<file path="config.mk">
export PLATFORM = sky130hd
export DESIGN_NAME = nmcu_dispatch_ctrl
export DESIGN_NICKNAME = d
export VERILOG_FILES = /design/src/rtl/nmcu_dispatch_ctrl.sv
export SDC_FILE = /design/constraint.sdc
export NUM_CORES = 1
export LEC_CHECK = 0
export CORE_MARGIN = 10
export CORE_UTILIZATION = 25
export CTS_CLUSTER_SIZE = 24
export DETAILED_ROUTE_END_ITERATION = 6
export GPL_TIMING_DRIVEN = 0
export PLACE_DENSITY = 0.49
export SLEW_MARGIN = 5
export SYNTH_ARGS = -nofsm -noshare
export SYNTH_HDL_FRONTEND = slang
export SYNTH_SLANG_ARGS = --single-unit
export TNS_END_PERCENT = 100
</file>
<file path="constraint.sdc">
create_clock -name clk -period 7.2 [get_ports clk]
set_clock_uncertainty 0.05 [all_clocks]
set_input_delay 1.08 -clock clk [delete_from_list [all_inputs] [get_ports clk]]
set_output_delay 1.08 -clock clk [all_outputs]
set_load 0.01 [all_outputs]
</file>
<file path="src/rtl/nmcu_dispatch_ctrl.sv">
// NMCU dispatch controller: fetches a NOP-terminated descriptor list,
// broadcasts descriptors/kernels/input and arbitrates NMCU writebacks.
module nmcu_dispatch_ctrl #(
  parameter int NUM_NMCUS     = 4,
  parameter int ADDR_WIDTH    = 16,
  parameter int DATA_WIDTH    = 32,
  parameter int MAX_DESCS     = 8,
  parameter int MAX_INPUT_DIM = 15
) (
  input  logic                            clk,
  input  logic                            rst_n,
  input  logic                            start,
  input  logic                            abort,
  input  logic [ADDR_WIDTH-1:0]           desc_addr,
  input  logic [ADDR_WIDTH-1:0]           input_addr,
  input  logic [ADDR_WIDTH-1:0]           output_addr,
  input  logic [$clog2(MAX_INPUT_DIM):0]  in_width,
  input  logic [$clog2(MAX_INPUT_DIM):0]  in_height,
  output logic                            busy,
  output logic                            done,
  output logic                            desc_ovf,
  output logic                            nmcu_start,
  output logic                            bcast_valid,
  output logic [1:0]                      bcast_kind,
  output logic [DATA_WIDTH-1:0]           bcast_data,
  input  logic [NUM_NMCUS-1:0]            nmcu_wb_req,
  input  logic [NUM_NMCUS*DATA_WIDTH-1:0] nmcu_wb_data,
  output logic [NUM_NMCUS-1:0]            nmcu_wb_ack,
  input  logic [NUM_NMCUS-1:0]            nmcu_done,
  output logic                            mem_req,
  output logic                            mem_we,
  output logic [ADDR_WIDTH-1:0]           mem_addr,
  output logic [DATA_WIDTH-1:0]           mem_wdata,
  input  logic [DATA_WIDTH-1:0]           mem_rdata,
  input  logic                            mem_ready
);

  localparam int DW = $clog2(MAX_INPUT_DIM) + 1;
  localparam int CW = $clog2(MAX_DESCS + 1);
  localparam int IW = (MAX_DESCS > 1) ? $clog2(MAX_DESCS) : 1;
  localparam int PW = (NUM_NMCUS > 1) ? $clog2(NUM_NMCUS) : 1;

  localparam logic [2:0] S_IDLE  = 3'd0;
  localparam logic [2:0] S_DESC  = 3'd1;
  localparam logic [2:0] S_KERN  = 3'd2;
  localparam logic [2:0] S_INPUT = 3'd3;
  localparam logic [2:0] S_WB    = 3'd4;
  localparam logic [2:0] S_DONE  = 3'd5;

  localparam logic [1:0] T_NOP  = 2'd0;
  localparam logic [1:0] T_CONV = 2'd1;

  logic [2:0]            state;
  logic [1:0]            d_type  [MAX_DESCS];
  logic [2:0]            d_k     [MAX_DESCS];
  logic [ADDR_WIDTH-1:0] d_kaddr [MAX_DESCS];
  logic [CW-1:0]         desc_cnt;
  logic [CW-1:0]         kidx;
  logic [5:0]            kcnt;
  logic [2*DW-1:0]       icnt;
  logic [2*DW-1:0]       in_total;
  logic [ADDR_WIDTH-1:0] wb_count;
  logic [PW-1:0]         rr_ptr;
  logic [PW-1:0]         grant;
  logic [PW-1:0]         next_grant;
  logic [PW-1:0]         rr_idx;
  logic                  any_req;
  logic [NUM_NMCUS-1:0]  eff_req;
  logic [DATA_WIDTH-1:0] wb_slice;
  logic                  accept;
  logic                  table_end;
  logic [1:0]            cur_type;
  logic [2:0]            cur_k;
  logic [5:0]            cur_kk;
  logic [ADDR_WIDTH-1:0] cur_kaddr;

  assign busy      = (state != S_IDLE);
  assign accept    = mem_req & mem_ready;
  assign in_total  = (2*DW)'(in_width) * (2*DW)'(in_height);
  assign table_end = (kidx == CW'(MAX_DESCS));
  assign cur_type  = d_type[kidx[IW-1:0]];
  assign cur_k     = d_k[kidx[IW-1:0]];
  assign cur_kaddr = d_kaddr[kidx[IW-1:0]];
  assign cur_kk    = {3'd0, cur_k} * {3'd0, cur_k};

  // A just-acked NMCU still shows its old request for one cycle.
  always_comb begin
    eff_req    = nmcu_wb_req & ~nmcu_wb_ack;
    next_grant = rr_ptr;
    any_req    = 1'b0;
    rr_idx     = '0;
    for (int i = NUM_NMCUS - 1; i >= 0; i--) begin
      rr_idx = PW'((int'(rr_ptr) + i) % NUM_NMCUS);
      if (eff_req[rr_idx]) begin
        next_grant = rr_idx;
        any_req    = 1'b1;
      end
    end
  end

  always_comb begin
    wb_slice = '0;
    for (int n = 0; n < NUM_NMCUS; n++) begin
      if (next_grant == PW'(n))
        wb_slice = nmcu_wb_data[n*DATA_WIDTH +: DATA_WIDTH];
    end
  end

  always_ff @(posedge clk) begin
    if (!rst_n) begin
      state       <= S_IDLE;
      done        <= 1'b0;
      desc_ovf    <= 1'b0;
      nmcu_start  <= 1'b0;
      bcast_valid <= 1'b0;
      bcast_kind  <= 2'd0;
      bcast_data  <= '0;
      nmcu_wb_ack <= '0;
      mem_req     <= 1'b0;
      mem_we      <= 1'b0;
      mem_addr    <= '0;
      mem_wdata   <= '0;
      desc_cnt    <= '0;
      kidx        <= '0;
      kcnt        <= '0;
      icnt        <= '0;
      wb_count    <= '0;
      rr_ptr      <= '0;
      grant       <= '0;
      for (int i = 0; i < MAX_DESCS; i++) begin
        d_type[i]  <= '0;
        d_k[i]     <= '0;
        d_kaddr[i] <= '0;
      end
    end else begin
      done        <= 1'b0;
      nmcu_start  <= 1'b0;
      bcast_valid <= 1'b0;
      nmcu_wb_ack <= '0;
      if (abort) begin
        state   <= S_IDLE;
        mem_req <= 1'b0;
        mem_we  <= 1'b0;
      end else begin
        unique case (state)
          S_IDLE: begin
            if (start) begin
              desc_ovf   <= 1'b0;
              nmcu_start <= 1'b1;
              mem_req    <= 1'b1;
              mem_we     <= 1'b0;
              mem_addr   <= desc_addr;
              desc_cnt   <= '0;
              wb_count   <= '0;
              rr_ptr     <= '0;
              state      <= S_DESC;
            end
          end
          S_DESC: begin
            if (accept) begin
              d_type[desc_cnt[IW-1:0]]  <= mem_rdata[1:0];
              d_k[desc_cnt[IW-1:0]]     <= mem_rdata[12:10];
              d_kaddr[desc_cnt[IW-1:0]] <=
                mem_rdata[16 +: ADDR_WIDTH];
              bcast_valid <= 1'b1;
              bcast_kind  <= 2'd0;
              bcast_data  <= mem_rdata;
              mem_addr    <= mem_addr + ADDR_WIDTH'(1);
              mem_req     <= 1'b0;
              desc_cnt    <= desc_cnt + CW'(1);
              if (mem_rdata[1:0] == T_NOP ||
                  desc_cnt == CW'(MAX_DESCS - 1)) begin
                desc_ovf <= (mem_rdata[1:0] != T_NOP);
                kidx     <= '0;
                kcnt     <= '0;
                state    <= S_KERN;
              end
            end else if (!mem_req) begin
              mem_req <= 1'b1;
            end
          end
          S_KERN: begin
            if (accept) begin
              bcast_valid <= 1'b1;
              bcast_kind  <= 2'd1;
              bcast_data  <= mem_rdata;
              mem_req     <= 1'b0;
              if (kcnt + 6'd1 == cur_kk) begin
                kcnt <= '0;
                kidx <= kidx + CW'(1);
              end else begin
                kcnt <= kcnt + 6'd1;
              end
            end else if (!mem_req) begin
              if (table_end || cur_type == T_NOP) begin
                mem_addr <= input_addr;
                icnt     <= '0;
                state    <= S_INPUT;
              end else if (cur_type == T_CONV && cur_k != 3'd0) begin
                mem_addr <= cur_kaddr + ADDR_WIDTH'(kcnt);
                mem_req  <= 1'b1;
              end else begin
                kidx <= kidx + CW'(1);
              end
            end
          end
          S_INPUT: begin
            if (accept) begin
              bcast_valid <= 1'b1;
              bcast_kind  <= 2'd2;
              bcast_data  <= mem_rdata;
              mem_addr    <= mem_addr + ADDR_WIDTH'(1);
              mem_req     <= 1'b0;
              icnt        <= icnt + (2*DW)'(1);
            end else if (!mem_req) begin
              if (icnt == in_total) state <= S_WB;
              else mem_req <= 1'b1;
            end
          end
          S_WB: begin
            if (accept) begin
              nmcu_wb_ack <= NUM_NMCUS'(1) << grant;
              wb_count    <= wb_count + ADDR_WIDTH'(1);
              rr_ptr      <= (grant == PW'(NUM_NMCUS - 1)) ?
                             '0 : grant + PW'(1);
              mem_req     <= 1'b0;
              mem_we      <= 1'b0;
            end else if (!mem_req) begin
              if (any_req) begin
                grant     <= next_grant;
                mem_addr  <= output_addr + wb_count;
                mem_wdata <= wb_slice;
                mem_we    <= 1'b1;
                mem_req   <= 1'b1;
              end else if (&nmcu_done) begin
                done  <= 1'b1;
                state <= S_DONE;
              end
            end
          end
          S_DONE: state <= S_IDLE;
          default: state <= S_IDLE;
        endcase
      end
    end
  end

endmodule
</file>
==> run_results.csv, run 1 <==
group,metric,value,unit
clock_tree,clk_latency,570,ps
timing,slew_violations,0,
flow_run,drv_cap,0,
layout,final_cells,2869,
power_and_ir_drop,vdd_drop_max,145,uV
logic_synthesis,yosysSeqAreaShare,0.466,
placed_design,place_inst,2793,
global_routing,antenna_found_initial,4,
logic_synthesis,ys_types,78,
logic_synthesis,netlist_area,0.0169,sq mm
global_routing,overflow,0,
critical_path,r2r_end,"mem_addr[6]",
detailed_routing,wl_met3,3960,um
detailed_routing,drt-initial-drc-count,991,
timing,period_share,0.743,
power_and_ir_drop,power.leakage,0.00853,uW
critical_path,rrSetupSlack,1960,ps
logic_synthesis,ys_ff_latch,310,
floorplanning,num_rows,95,
clock_tree,cts_buffers,41,
logic_synthesis,synth_flop_cell,"edfxtp_1",
clock_tree,cts.repair.resized,0,
clock_tree,cts.sinks,310,
critical_path,critical_path.most_common_cell,"fa_1",
detailed_routing,wl_met1,27800,um
logic_synthesis,syn_area_per_cell,10.6,sq um
clock_tree,clk_pin_slew_worst_paths,60,ps
detailed_routing,dr_wl_met2,30600,um
hold_path,hold-path-endpoint,"mem_wdata[13]",
placed_design,io_buffers,322,
critical_path,arrival,5760,ps
placed_design,detailed_place_hpwl,48800,um
critical_path,end_kind,"flip-flop",
timing,worst_slew_pin_slew,1280,ps
hold_path,worstHoldStart,"mem_wdata[13]",
clock_tree,cts_tree,"done",
timing,period_needed,5350,ps
critical_path,cp_cell_sequence,"clkdlybuf4s50_1, nand2_1, fa_1, fa_1, inv_1, fa_1, ha_1, nor2b_1, o21ai_0, a21boi_0, o21ai_0, a21oi_1, nor4b_2, o221ai_1, o211a_1",
detailed_routing,routed-via-count,13800,
floorplanning,ios,324,
logic_synthesis,synth_cells,1592,
critical_path,slowest_stage,"nor4b_2",
detailed_routing,firstDrtPassIters,5,
global_routing,grt_pass1_wl,92200,um
timing,report.final.hold_viol_count,0,
timing,fin_setup_tns,0,ps
floorplanning,dieWidth,280,um
detailed_routing,drt_wl_total,63900,um
placed_design,gp_congestion,0.889,
critical_path,path_max_fanout,5,
critical_path,slowest_delay,810,ps
global_routing,grt_use_total,0.156,
outcome,status,"finished, final reports clean",
timing,grt_setup_unrepaired,"false",
critical_path,cp_top_family,"adder cells",
clock_tree,clockBufferDepth,3,
critical_path,cp-start-kind,"input port",
power_and_ir_drop,powerDensity,203,mW/mm^2
global_routing,grt_pass1_vias,14000,
global_routing,grt_start_max_net_pins,22,
logic_synthesis,ys_warn_count,0,
critical_path,path_buf_inv,2,
critical_path,r2r_cells,15,
clock_tree,cts_max_level,2,
layout,areaGrowthSynthToFinish,35.5,%
detailed_routing,ant_nets,0,
floorplanning,die_area,0.0786,sq mm
hold_path,hold_class,"reg2reg",
logic_synthesis,async_flop_share,0,
detailed_routing,post_drt_via_cell_ratio,4.81,
floorplanning,start_util,0.252,
clock_tree,cts_setup_buffers,0,
layout,drive_above_1_share,0.0772,
critical_path,worstPathRequired,7610,ps
timing,max-slew-margin-rel,0.139,
detailed_routing,highest_layer,"met4",
floorplanning,fp.dieH,280,um
clock_tree,cts_root_buf,"clkbuf_16",
clock_tree,cts_hold_buf,0,
floorplanning,coreArea,0.0672,sq mm
logic_synthesis,syn_nets,1882,
logic_synthesis,synth_edf_count,168,
detailed_routing,post-route-drc-count,0,
timing,fmax,187,MHz
critical_path,criticalPathCategory,"in2reg",
timing,setup_viol,0,
detailed_routing,routedWlPerCell,22.3,um
hold_path,hold_path_depth,2,
layout,nets,2253,
[worst min-delay path, delay by kind of cell, from the launching register on]
family             cells  cell delay, ps
AOI/OAI and AO/OA      1              50
DFF                    1             320
and+or+nand+nor        1              50
[cell families after synthesis]
logic type	after synthesis	share of synthesized area
buf+inv	125	0.0295
xor+xnor	82	0.0424
flops	310	0.466
mux	142	0.116
fa+ha+maj	59	0.0484
compound gates	274	0.115
simple gates	600	0.183
[worst max-delay path by stage]
stage / slack, ps / start / cells after the start / endpoint
2_1_floorplan: 2480 / in_height[4] / 13 / mem_req
3_3_place_gp: 160 / mem_ready / 7 / d_kaddr[4][10]
3_5_place_dp: 1250 / in_height[4] / 15 / mem_req
4_1_cts: 1830 / in_height[4] / 15 / mem_req
5_1_grt: 1580 / in_width[0] / 15 / mem_req
6_report: 1850 / in_height[4] / 15 / mem_req
[layer usage]
| layer | up-vias | track usage |
|---|---|---|
| met5 | - | 0 |
| met4 | 0 | 0.0473 |
| met3 | 81 | 0.0287 |
| met2 | 417 | 0.258 |
| met1 | 6777 | 0.204 |
| li1 | 6536 | - |
[sequential cells by signal, indices dropped and copies added, names as in the netlist, 6 cells and up, named ones only]
name / flops
bcast_data: 32
d_k: 24
d_kaddr: 128
d_type: 16
icnt: 10
kcnt: 6
mem_addr: 16
mem_wdata: 32
wb_count: 16
[layout make-up]
cell class                 count  area (sq um)
fill                        6667         44200
multi-input combinational   1157          8630
sequential                   310          7890
timing repair buffer         328          3380
clock buffer                  52          1130
tap                          873          1090
buffer                        88           362
clock inverter                22           334
inverter                      37           139
antenna                        2          5.00
[synthesized netlist by cell type, types with 40 or more instances]
library cell | instances | area share
a21oi_1 | 40 | 0.012
and2_1 | 185 | 0.068
clkbuf_1 | 69 | 0.015
dfxtp_1 | 142 | 0.17
edfxtp_1 | 168 | 0.30
ha_1 | 48 | 0.035
mux2i_1 | 91 | 0.054
mux4_2 | 42 | 0.056
nand2_1 | 173 | 0.038
nor2_1 | 84 | 0.019
o21ai_0 | 48 | 0.014
xor2_1 | 45 | 0.023
[where the power goes]
group | internal, uW | switching (uW) | total (uW)
Clock | 1400 | 834 | 2230
Combinational | 256 | 254 | 510
Sequential | 1900 | 24.2 | 1930
[metrics by stage]
step | worst slack (ps) | total power (uW) | util | hold slack (ps) | area [sq um]
after floorplan | 2480 | 2190 | - | 389 | 16900
after global placement | 156 | 2460 | 0.317 | 396 | 21300
after detailed placement | 1250 | 2470 | 0.320 | 399 | 21500
after CTS | 1830 | 4730 | 0.342 | 418 | 23000
after global routing | 1580 | 4840 | 0.342 | 429 | 23000
final | 1850 | 4670 | 0.342 | 413 | 23000
[cell usage in the layout (no fill, tap or decap), types with 43 or more instances in the layout]
| cell | n |
|---|---|
| nor2_1 | 84 |
| clkdlybuf4s50_1 | 322 |
| clkbuf_1 | 76 |
| clkbuf_16 | 43 |
| and2_1 | 185 |
| nand2_1 | 173 |
| ha_1 | 48 |
| xor2_1 | 45 |
| mux2i_1 | 91 |
| dfxtp_1 | 142 |
| edfxtp_1 | 168 |
(Power assumes the default switching activity.)
==> inputs of run 2 (changes only) <==
==> constraint.sdc (replaced) <==
create_clock -name clk -period 5.1 [get_ports clk]
set_clock_uncertainty 0.05 [all_clocks]
set_input_delay 0.765 -clock clk [delete_from_list [all_inputs] [get_ports clk]]
set_output_delay 0.765 -clock clk [all_outputs]
set_load 0.01 [all_outputs]
==> run_results.csv, run 2 (synthesis gave the netlist of run 1 again) <==
group,metric,value,unit
outcome,status,"finished, final reports clean",
layout,max_flop_register,"d_kaddr",
floorplanning,num_rows,95,
power_and_ir_drop,powerDensity,287,mW/mm^2
global_routing,grt_pass1_wl,91800,um
critical_path,cp_top_family,"adder cells",
floorplanning,start_util,0.252,
critical_path,path_max_fanout,5,
critical_path,cp_cell_sequence,"clkdlybuf4s50_1, nand2_1, fa_1, fa_1, inv_1, fa_1, ha_1, nor2b_1, o21ai_0, a21boi_0, o21ai_0, a21oi_1, nor4b_4, o221ai_1, o211a_1",
timing,slew_violations,0,
floorplanning,die_area,0.0786,sq mm
placed_design,gp_congestion,0.889,
timing,setup_ws,296,ps
critical_path,slowest_delay,580,ps
clock_tree,clk_pin_slew_worst_paths,60,ps
detailed_routing,drt-initial-drc-count,877,
flow_run,drv_cap,0,
detailed_routing,firstDrtPassIters,5,
layout,drive_above_1_share,0.0768,
critical_path,criticalPathCategory,"in2reg",
floorplanning,coreArea,0.0672,sq mm
detailed_routing,routedWlPerCell,22.1,um
power_and_ir_drop,p_total,6600,uW
critical_path,slowest_stage,"nor4b_4",
global_routing,overflow,0,
power_and_ir_drop,vdd_drop_max,203,uV
clock_tree,cts_max_level,2,
timing,period_needed,4800,ps
critical_path,critical_path.most_common_cell,"fa_1",
clock_tree,cts_tree,"done",
critical_path,arrival,5220,ps
detailed_routing,post_drt_via_cell_ratio,4.80,
timing,fmax,208,MHz
layout,final_common_cell,"clkdlybuf4s50_1",
detailed_routing,drt_wl_total,63500,um
layout,post-route-util,0.342,
layout,largest_reg_flops,128,
timing,holdWs,413,ps
floorplanning,fp.dieH,280,um
critical_path,cp-start-kind,"input port",
layout,reg.largest.list,"d_kaddr (128), bcast_data (32), mem_wdata (32)",
layout,layout_common_cells,"clkdlybuf4s50_1, and2_1, nand2_1",
layout,areaGrowthSynthToFinish,35.6,%
clock_tree,clockBufferDepth,3,
timing,report.final.hold_viol_count,0,
timing,grt_setup_unrepaired,"false",
global_routing,grt_start_max_net_pins,22,
timing,max-slew-margin-rel,0.0937,
hold_path,hold_class,"reg2reg",
timing,period_share,0.942,
critical_path,end_kind,"flip-flop",
clock_tree,cts.sinks,310,
critical_path,worstPathRequired,5510,ps
placed_design,io_buffers,322,
clock_tree,clk_latency,570,ps
layout,nets,2251,
global_routing,grt_pass1_vias,14000,
critical_path,path_buf_inv,2,
global_routing,antenna_found_initial,4,
timing,setup_viol,0,
clock_tree,cts_buffers,41,
detailed_routing,post-route-drc-count,0,
timing,fin_setup_tns,0,ps
detailed_routing,ant_nets,0,
placed_design,detailed_place_hpwl,48800,um
floorplanning,ios,324,
floorplanning,dieWidth,280,um
placed_design,place_ws,-536,ps
detailed_routing,routed-via-count,13800,
clock_tree,cts_hold_buf,0,
global_routing,grt_use_total,0.155,
timing,worst_slew_pin_slew,1350,ps
clock_tree,cts_root_buf,"clkbuf_16",
power_and_ir_drop,power.leakage,0.00853,uW
==> run 2: cell types whose count changed in the layout (fill, tap and decap cells not counted), sizes merged <==
cell	delta
buf	-3
clkbuf	+1
diode	+1
==> run 2: area by class of cell <==
| class | count | area, sq um |
|---|---|---|
| plain buffers | 86 | 355 |
| diodes | 3 | 7.51 |
| multi-input cells | 1157 | 8640 |
| repair buffers | 328 | 3380 |
| flip-flops and latches | 310 | 7890 |
| inverters | 37 | 139 |
| clock buffers | 52 | 1130 |
| fillers | 6663 | 44200 |
| well taps | 873 | 1090 |
| clock inverters | 22 | 334 |
==> run 2: final timing paths <==
kind / from / end / slack, ps / depth (start not counted)
worst min register to register: mem_wdata[13] / mem_wdata[13] / 410 / 2
worst max register to register: flip-flop / mem_addr[6] / 300 / 14
worst min-delay path: mem_wdata[13] / mem_wdata[13] / 410 / 2
worst max-delay path: in_height[4] / mem_req / 300 / 15
==> run 2: per-layer routing <==
layer	wire length, um	vias to the layer above	track usage
met2	30400	401	0.256
li1	-	6537	-
met4	1550	0	0.0473
met1	27600	6731	0.203
met3	3950	87	0.0287
met5	0	-	0
==> run 2: through the flow <==
stage,instances,instance area [sq um]
floorplan,1592,16900
global placement,2787,21300
detailed placement,2793,21500
CTS,2865,22900
global route,2867,23000
finish,2868,23000
==> run 2: report_power, final <==
part	internal (uW)	total, uW	switching, uW
registers	2680	2720	34.1
logic	363	723	360
clock network	1980	3160	1180
==> run 2: timing repair <==
action,CTS,global route
gates resized for setup,0,2
endpoints found under the setup margin,4,5
setup buffers,0,0
==> run 2: worst reg2reg max path, stage by stage, from the launching register on <==
cell and delay, ps:
dfxtp_1 360, buf_4 380, buf_2 430, clkbuf_4 370, mux4_2 570, mux2i_1 450, fa_1 310, nor2b_1 60
o21a_1 180, o211a_1 260, or3_1 420, a311oi_1 330, a211oi_1 90, a211o_1 310, a31oi_1 160
==> inputs of run 3 (changes only) <==
--- a/config.mk
+++ b/config.mk
@@ -5,6 +5,7 @@
 export SDC_FILE = /design/constraint.sdc
 export NUM_CORES = 1
 export LEC_CHECK = 0
+export ABC_CLOCK_PERIOD_IN_PS = 5100
 export CORE_MARGIN = 10
 export CORE_UTILIZATION = 25
 export CTS_CLUSTER_SIZE = 24
==> results of run 3 <==
Same layout as run 2: the final DEF is identical, and so are final timing and power.
